<file path="src/rtl/vga_pattern_gen.sv">
// VGA test-pattern generator: frame-synchronous mode latch, colour-cycle counter, registered RGB.
// Define VGA_PATTERN_BARS_EN to compile in the vertical-bar (5) and checkerboard (6) modes.
module vga_pattern_gen #(
  parameter int COLOR_W   = 4,
  parameter int FRAME_DIV = 32,
  parameter int H_W       = 10,
  parameter int V_W       = 10,
  parameter int BAR_SHIFT = 6,
  parameter int SQ_SHIFT  = 5
) (
  input  logic               clk,
  input  logic               rst,
  input  logic [2:0]         mode,
  input  logic               frame_start,
  input  logic               onscreen,
  input  logic [H_W-1:0]     h_count,
  input  logic [V_W-1:0]     v_count,
  output logic [COLOR_W-1:0] r_out,
  output logic [COLOR_W-1:0] g_out,
  output logic [COLOR_W-1:0] b_out,
  output logic [2:0]         mode_active
);

  localparam int FC_W = (FRAME_DIV > 1) ? $clog2(FRAME_DIV) : 1;
  localparam logic [FC_W-1:0] FC_MAX = FC_W'(FRAME_DIV - 1);
  localparam logic [COLOR_W-1:0] ONES = {COLOR_W{1'b1}};

  logic [FC_W-1:0]    frame_cnt_reg, frame_cnt_next;
  logic [2:0]         color_idx_reg, color_idx_next;
  logic [2:0]         mode_active_reg, mode_active_next;
  logic [COLOR_W-1:0] r_reg, r_next, g_reg, g_next, b_reg, b_next;
  logic               frame_wrap;
  logic               unused_pins;

  // Bars/checker use only a few count bits; keep lint quiet about the rest.
  assign unused_pins = ^{h_count, v_count};

  assign frame_wrap = (frame_cnt_reg == FC_MAX);

  always_comb begin
    frame_cnt_next   = frame_cnt_reg;
    color_idx_next   = color_idx_reg;
    mode_active_next = mode_active_reg;
    if (frame_start) begin
      frame_cnt_next   = frame_wrap ? '0 : frame_cnt_reg + 1'b1;
      color_idx_next   = frame_wrap ? color_idx_reg + 3'd1 : color_idx_reg;
      mode_active_next = mode;
`ifndef VGA_PATTERN_BARS_EN
      // Modes without hardware behind them fall back to white.
      if (mode == 3'd5 || mode == 3'd6)
        mode_active_next = 3'd0;
`endif
    end
  end

  always_comb begin
    r_next = '0;
    g_next = '0;
    b_next = '0;
    if (onscreen) begin
      case (mode_active_reg)
        3'd1: begin
          r_next = {COLOR_W{color_idx_reg[0]}};
          g_next = {COLOR_W{color_idx_reg[1]}};
          b_next = {COLOR_W{color_idx_reg[2]}};
        end
        3'd2: r_next = ONES;
        3'd3: g_next = ONES;
        3'd4: b_next = ONES;
`ifdef VGA_PATTERN_BARS_EN
        3'd5: begin
          r_next = {COLOR_W{h_count[BAR_SHIFT]}};
          g_next = {COLOR_W{h_count[BAR_SHIFT+1]}};
          b_next = {COLOR_W{h_count[BAR_SHIFT+2]}};
        end
        3'd6: begin
          r_next = {COLOR_W{h_count[SQ_SHIFT] ^ v_count[SQ_SHIFT]}};
          g_next = r_next;
          b_next = r_next;
        end
`endif
        3'd7: begin
          r_next = h_count[H_W-1 -: COLOR_W];
          g_next = v_count[V_W-1 -: COLOR_W];
        end
        default: begin
          r_next = ONES;
          g_next = ONES;
          b_next = ONES;
        end
      endcase
    end
  end

  always_ff @(posedge clk) begin
    if (rst) begin
      frame_cnt_reg   <= '0;
      color_idx_reg   <= '0;
      mode_active_reg <= '0;
      r_reg           <= '0;
      g_reg           <= '0;
      b_reg           <= '0;
    end else begin
      frame_cnt_reg   <= frame_cnt_next;
      color_idx_reg   <= color_idx_next;
      mode_active_reg <= mode_active_next;
      r_reg           <= r_next;
      g_reg           <= g_next;
      b_reg           <= b_next;
    end
  end

  assign r_out       = r_reg;
  assign g_out       = g_reg;
  assign b_out       = b_reg;
  assign mode_active = mode_active_reg;

endmodule
</file>
<file path="config.mk">
export PLATFORM = sky130hd
export DESIGN_NAME = vga_pattern_gen
export DESIGN_NICKNAME = d
export VERILOG_FILES = /design/src/rtl/vga_pattern_gen.sv
export SDC_FILE = /design/constraint.sdc
export NUM_CORES = 1
export LEC_CHECK = 0
export ABC_AREA = 1
export BUFFER_PORTS_ARGS = -buffer_cell sky130_fd_sc_hd__clkbuf_2
export CORE_UTILIZATION = 48
export DETAILED_ROUTE_END_ITERATION = 16
export GPL_ROUTABILITY_DRIVEN = 0
export PLACE_DENSITY = 0.81
export SLEW_MARGIN = 10
export SYNTH_ARGS = -nofsm -noshare
export SYNTH_HDL_FRONTEND = slang
export SYNTH_SLANG_ARGS = --single-unit
export TNS_END_PERCENT = 5
</file>
<file path="constraint.sdc">
create_clock -name clk -period 2.1 [get_ports clk]
set_input_delay 0 -clock clk [delete_from_list [all_inputs] [get_ports clk]]
set_output_delay 0 -clock clk [all_outputs]
set_load 0.05 [all_outputs]
</file>
==> results.py, run 1 <==
metrics = {
    "yosys": {
        "syn-instance-count": 127,
        "synth.largest_area_cell": "dfxtp_1",
        "ys_seq_elements": 20,
        "syn_area_per_cell_um2": 7.29,
        "synth_edf_count": 0,
        "synth_common_cells": "27 x nor2_1, 25 x nand2_1, 20 x dfxtp_1",
        "async_flop_share_pct": 0,
        "synth_area_leaders": "dfxtp_1 43%, nor2_1 11%, nand2_1 10%",
        "syn-num-nets": 157,
        "ys_warn_count": 0,
        "synthDistinctLibCells": 18,
        "yosysMostFrequentCell": "nor2_1",
        "ys_seq_area_share_pct": 43.2,
        "syn_area_um2": 926,
        "ys.flop_type": "dfxtp_1",
        "synth_top_area_share_pct": 43.2,
    },
    "setup_path": {
        "r2r_slack_ns": 0.63,
        "slowest_delay_ns": 0.39,
        "startpoint_type": "register",
        "worst_setup_path_end_kind": "register",
        "ff2ff_path_depth": 9,
        "path_class": "register to register",
        "required_ns": 2.29,
        "arrival_ns": 1.66,
        "crit_path_top_delay_cell": "dfxtp_1",
        "r2r-end": "color_idx_reg[2]",
        "cp_cell_sequence": "ha_1, inv_1, nor3_1, ha_1, nand2_1, inv_1, nand3_1, nand2_1, a21oi_1",
        "rr_startpoint": "frame_cnt_reg[0]",
        "cp_max_fo": 4,
    },
    "placed_design": {
        "dp_hpwl_um": 1490,
        "dp_worst_setup_slack_ns": 0.645,
        "place_inst": 176,
        "portBuffers": 29,
        "postPlaceCellArea_um2": 1070,
    },
    "floorplanning": {
        "row_count": 15,
        "initial_utilization_pct": 52.5,
        "die_width_um": 45.9,
        "ios": 42,
        "core-area_um2": 1760,
        "die_y_um": 45.9,
        "dieArea_um2": 2110,
    },
    "route": {
        "ant_nets": 0,
        "drt_pre_antenna_iters": 4,
        "wire_per_inst_um": 10.7,
        "num_vias": 923,
        "drc": 0,
        "wirelength_um": 1970,
        "dr.first_iter.drc_count": 7,
        "vias_per_cell": 5.02,
    },
    "timing": {
        "final.setup_skew_ns": 0.00335,
        "tightest_slew_ns": 0.330,
        "tns_ns": 0,
        "finalCriticalPeriod_ns": 1.47,
        "relSlewSlack_pct": 78.0,
        "rsz0062_at_grt": "false",
        "setup_viol": 0,
        "setup_slack_ns": 0.631,
        "hold_viol": 0,
        "slew_viol_final": 0,
        "timing.fmax_ghz": 0.681,
        "finalCritPeriodShare_pct": 69.9,
    },
    "clock_tree": {
        "cts_sinks": 20,
        "cts_made_buffers": 3,
        "insertion_delay_ns": 0.29,
        "cts_root_buf": "clkbuf_4",
        "h-tree-depth": 1,
        "cts_tree": "built",
        "cts_buffer_depth": 2,
        "clkTransAtPathRegs_ns": 0.10,
        "ctsResizeCount": 0,
    },
    "layout": {
        "diodes": 0,
        "fin_nets": 191,
        "largest_reg_flops": 5,
        "stdcell_area_um2": 1140,
        "areaGrowthSynthToFinish_pct": 23.1,
        "stdcell_count": 184,
        "drive_above_1_share_pct": 25.2,
    },
    "grt": {
        "grt_pass1_wl_um": 3170,
        "use_met3_pct": 3.57,
        "use_met1_pct": 23.0,
        "busiest_layer": "met2",
        "grt_max_degree": 14,
        "use_met2_pct": 38.0,
        "grt_pass1_vias": 788,
        "grt_usage_pct": 21.5,
        "grt_antenna_before_repair": 0,
        "grt-ovfl-total": 0,
    },
    "pwr": {
        "ir_drop_uv": 366,
        "leakagePower_uw": 0.000607,
        "power_density_nw_per_um2": 679,
    },
    "worst_hold_path": {
        "hold_depth": 5,
        "holdCritStartpoint": "v_count[7]",
        "hold_path.class": "input port to register",
        "hold-path-endpoint": "g_out[1]",
    },
    "job": {
        "maxCapViolCount": 0,
    },
    "status": {
        "status": "finished clean",
    },
}
==> final cells by class <==
type                       count  area [um^2]
tap                           25         31.3
timing repair buffer          34          195
fill                         176          624
multi-input combinational     89          442
clock buffer                   3         22.5
inverter                      13         48.8
sequential                    20          400
==> per-stage QoR <==
stage | power [uW] | utilization [%] | hold slack (ns)
final | 773 | 64.6 | 0.00748
after global routing | 815 | 64.6 | 0.0314
after CTS | 779 | 64.6 | 0.00966
after detailed placement | 603 | 60.5 | 0.185
after global placement | 596 | 60.5 | 0.175
after floorplan | 562 | - | 0.0724
==> where the power goes <==
part	switching [uW]	leakage [uW]	internal, uW
Clock	105	0.0000138	66.6
Sequential	16.3	0.000164	401
Combinational	131	0.000429	53.5
Total	252	0.000607	521
==> worst max-delay path by stage <==
| stage | start | end | cells after the start |
|---|---|---|---|
| after floorplan | mode_active[0] | r_out[0] | 7 |
| after global placement | frame_cnt_reg[0] | color_idx_reg[2] | 9 |
| after detailed placement | frame_cnt_reg[0] | color_idx_reg[2] | 9 |
| after CTS | frame_cnt_reg[0] | color_idx_reg[2] | 9 |
| after global routing | frame_cnt_reg[0] | color_idx_reg[2] | 8 |
| final | frame_cnt_reg[0] | color_idx_reg[2] | 9 |
==> layer usage <==
metal / share of wire, % / up-vias
li1: - / 464
met1: 41 / 401
met2: 50 / 46
met3: 4.5 / 12
met4: 4.5 / 0
met5: 0 / -
==> cells by family (layout without fill, tap and decap cells) <==
family | after synthesis | after routing | share of synthesized area (%)
buffers and inverters | 18 | 50 | 9.05
flip-flops | 20 | 20 | 43.2
adder cells (fa/ha/maj) | 3 | 3 | 4.05
XOR/XNOR | 3 | 3 | 2.84
AND/OR/NAND/NOR | 66 | 66 | 31.6
AO/OA/AOI/OAI | 17 | 17 | 9.19
==> placed cells by master (no fill, tap or decap), drive strengths merged <==
master       instances
nand4                3
inv                 13
clkbuf              32
xnor2                1
dlygate4sd3          5
nor3                 3
o21ai               11
ha                   3
xor2                 2
nor2                29
nand2               26
a21oi                6
dfxtp               20
nand3                5
==> timing repair <==
action | in CTS | in global routing
endpoints found under the hold margin | 5 | 0
buffers inserted | 0 | 0
hold buffers | 5 | 0
==> worst max-delay path: cells and delay by family, from the launching register on <==
kind                       cells  cell delay (ns)
adders and majority gates      2             0.36
DFF                            1             0.39
buffers and inverters          2             0.17
and+or+nand+nor                4             0.41
AOI/OAI and AO/OA              1             0.04
(Power assumes the default switching activity.)
==> inputs of run 2 (changes only) <==
Settings changed: ABC_AREA 1 to 0, CORE_UTILIZATION 48 to 44, PLACE_DENSITY 0.81 to 0.76.
Clock period 2.1 ns to 1.5 ns, I/O delays scaled along.
==> run 2 against run 1 <==
  * Clock power grew 82%
  * Global-route usage shrank 3.6 points
  * Count of clock-buffer cells in the layout grew 1
  * Critical path depth shrank 3
  * Setup slack lost 0.55 ns
  * Synthesized cell count shrank 21%
  * Largest power group unchanged
==> results.py, run 2 <==
metrics = {
    "status": {
        "status": "finished clean",
    },
    "timing": {
        "tightest_slew_ns": 0.427,
        "final.setup_skew_ns": 0.00150,
        "timing.fmax_ghz": 0.703,
        "hold_viol": 0,
        "finalCritPeriodShare_pct": 94.8,
        "tns_ns": 0,
        "relSlewSlack_pct": 71.2,
        "finalCriticalPeriod_ns": 1.42,
        "setup_viol": 0,
        "slew_viol_final": 0,
    },
    "grt": {
        "grt_usage_pct": 17.9,
        "grt_pass1_vias": 677,
        "grt_pass1_wl_um": 2820,
        "grt_max_degree": 17,
        "busiest_layer": "met2",
        "grt-ovfl-total": 0,
        "use_met1_pct": 20.4,
        "use_met3_pct": 6.15,
        "use_met2_pct": 31.4,
        "grt_antenna_before_repair": 0,
    },
    "yosys": {
        "synth_top_family_by_area": "compound AO/OA/AOI/OAI gates",
        "ys_seq_area_share_pct": 45.0,
        "synth_common_cells": "20 x dfxtp_1, 15 x a21oi_1, 8 x nor2_1, 8 x o21ai_0, 7 x nand2_1",
        "syn-num-nets": 130,
        "synth_edf_count": 0,
        "synthSimpleGateAreaFrac_pct": 17.6,
        "muxShareOfSynthArea_pct": 3.38,
        "synth_top_area_share_pct": 45.0,
        "syn_area_per_cell_um2": 8.90,
        "syn-instance-count": 100,
        "ys.flop_type": "dfxtp_1",
        "synth.largest_area_cell": "dfxtp_1",
        "ys_seq_elements": 20,
        "synth_fa_ha_area_share_pct": 4.22,
        "synthDistinctLibCells": 26,
        "synth_area_leaders": "dfxtp_1 45%, a21oi_1 8.4%, o21ai_0 4.5%",
        "synth_compound_area_share_pct": 18.6,
        "syn_area_um2": 890,
        "ys_warn_count": 0,
        "yosysMostFrequentCell": "dfxtp_1",
        "synthXorXnorAreaFrac_pct": 3.94,
        "async_flop_share_pct": 0,
    },
    "layout": {
        "multi_input_area_um2": 459,
        "stdcell_area_um2": 1120,
        "final_cell_mix": "29 x clkbuf_2, 19 x dfxtp_1, 15 x a21oi_1",
        "stdcell_count": 155,
        "largest_reg_flops": 5,
        "fillers": 167,
        "areaGrowthSynthToFinish_pct": 26.3,
        "fin_nets": 161,
        "drive_above_1_share_pct": 32.3,
        "seqCellArea_um2": 402,
        "final_common_cell": "clkbuf_2",
        "diodes": 0,
    },
    "setup_path": {
        "cp_max_fo": 7,
        "path_delay_family": "simple AND/OR/NAND/NOR gates",
        "cp_cell_sequence": "ha_2, and3_4, ha_4, nor3b_1, nand4_1, a21oi_1",
        "required_ns": 1.73,
        "arrival_ns": 1.66,
        "startpoint_type": "register",
        "worst_setup_path_end_kind": "register",
        "crit_path_top_delay_cell": "dfxtp_2",
        "path_depth": 6,
        "critPathBufInv": 0,
        "slowest_delay_ns": 0.36,
        "path_class": "register to register",
        "ff2ff_path_depth": 6,
    },
    "placed_design": {
        "postPlaceCellArea_um2": 1020,
        "portBuffers": 29,
        "place_inst": 148,
    },
    "floorplanning": {
        "dieArea_um2": 2210,
        "initial_utilization_pct": 49.4,
        "core-area_um2": 1800,
        "row_count": 15,
        "ios": 42,
        "die_y_um": 47.0,
        "die_width_um": 47.0,
    },
    "route": {
        "drt_pre_antenna_iters": 4,
        "wirelength_um": 1710,
        "dr.first_iter.drc_count": 8,
        "vias_per_cell": 4.97,
        "num_vias": 771,
        "ant_nets": 0,
        "drc": 0,
        "wire_per_inst_um": 11.0,
    },
    "job": {
        "maxCapViolCount": 0,
    },
    "pwr": {
        "leakagePower_uw": 0.000486,
        "total_power_uw": 1110,
        "power_density_nw_per_um2": 985,
        "ir_drop_uv": 663,
    },
    "worst_hold_path": {
        "hold_depth": 3,
        "hold_path.class": "input port to register",
    },
    "clock_tree": {
        "insertion_delay_ns": 0.30,
        "h-tree-depth": 1,
        "cts_root_buf": "clkbuf_4",
        "cts_tree": "built",
        "cts_sinks": 20,
        "clkTransAtPathRegs_ns": 0.11,
        "cts_made_buffers": 3,
        "cts_buffer_depth": 2,
    },
}
-- run 2: cell count changes after synthesis, sizes merged, moves of 2 or more --
cell,change
a21o,+4
a21oi,+9
buf,+2
inv,-11
mux2i,+3
nand2,-19
nand2b,+3
nor2,-21
nor3,-3
o211ai,+2
o21ai,-2
-- run 2: cell type report --
cell class                      instances  area share, %
Multi-Input combinational cell         70           40.9
Sequential cell                        20           35.7
Timing Repair Buffer                   34           16.7
Clock buffer                            4           3.23
Tap cell                               25           2.78
Inverter                                2          0.668
-- run 2: report_power, final --
| group | total, uW | switching (uW) | internal [uW] | leakage (uW) |
|---|---|---|---|---|
| combinational | 217 | 146 | 71.9 | 0.000300 |
| clock | 311 | 163 | 148 | 0.0000210 |
| sequential | 578 | 21.3 | 557 | 0.000164 |
| total | 1110 | 330 | 777 | 0.000486 |
-- run 2: what timing repair did --
item                       CTS  global route
hold buffers                 2             0
resized for setup            1             6
pin swaps                    0             0
setup buffers                0             1
hold endpoints to repair     2             0
setup endpoints to repair    3             5
-- run 2: final timing paths --
path                      endpoint             start  slack [ns]
setup / recovery  frame_cnt_reg[3]  frame_cnt_reg[1]        0.08
hold / removal      mode_active[0]           mode[0]       0.004
setup reg to reg  frame_cnt_reg[3]  frame_cnt_reg[1]        0.08
hold reg to reg   color_idx_reg[1]  color_idx_reg[1]        0.51
-- run 2: per-layer routing --
layer,wire length (um),vias to the layer above
met5,0,-
met4,14,0
met3,85,5
met2,859,19
met1,749,337
li1,-,410
-- run 2: worst register-to-register path, stage by stage, from the launching register on --
cell and delay, ns:
dfxtp_2 0.36, ha_2 0.19, and3_4 0.18, ha_4 0.19, nor3b_1 0.18, nand4_1 0.11, a21oi_1 0.15
-- run 2: cell families after synthesis --
logic type | after synthesis
mux | 3
simple gates | 30
compound gates | 30
fa+ha+maj | 3
flops | 20
buf+inv | 10
xor+xnor | 4
-- run 2: stage by stage --
stage	hold WS, ns	setup slack, ns	utilization, %
finish	0.00390	0.0777	62.4
detailed placement	0.281	-0.0166	56.8
floorplan	0.0691	0.109	-
global placement	0.282	0.0403	56.8
CTS	0.000692	0.0242	60.1
global route	0.0133	-0.00206	62.4
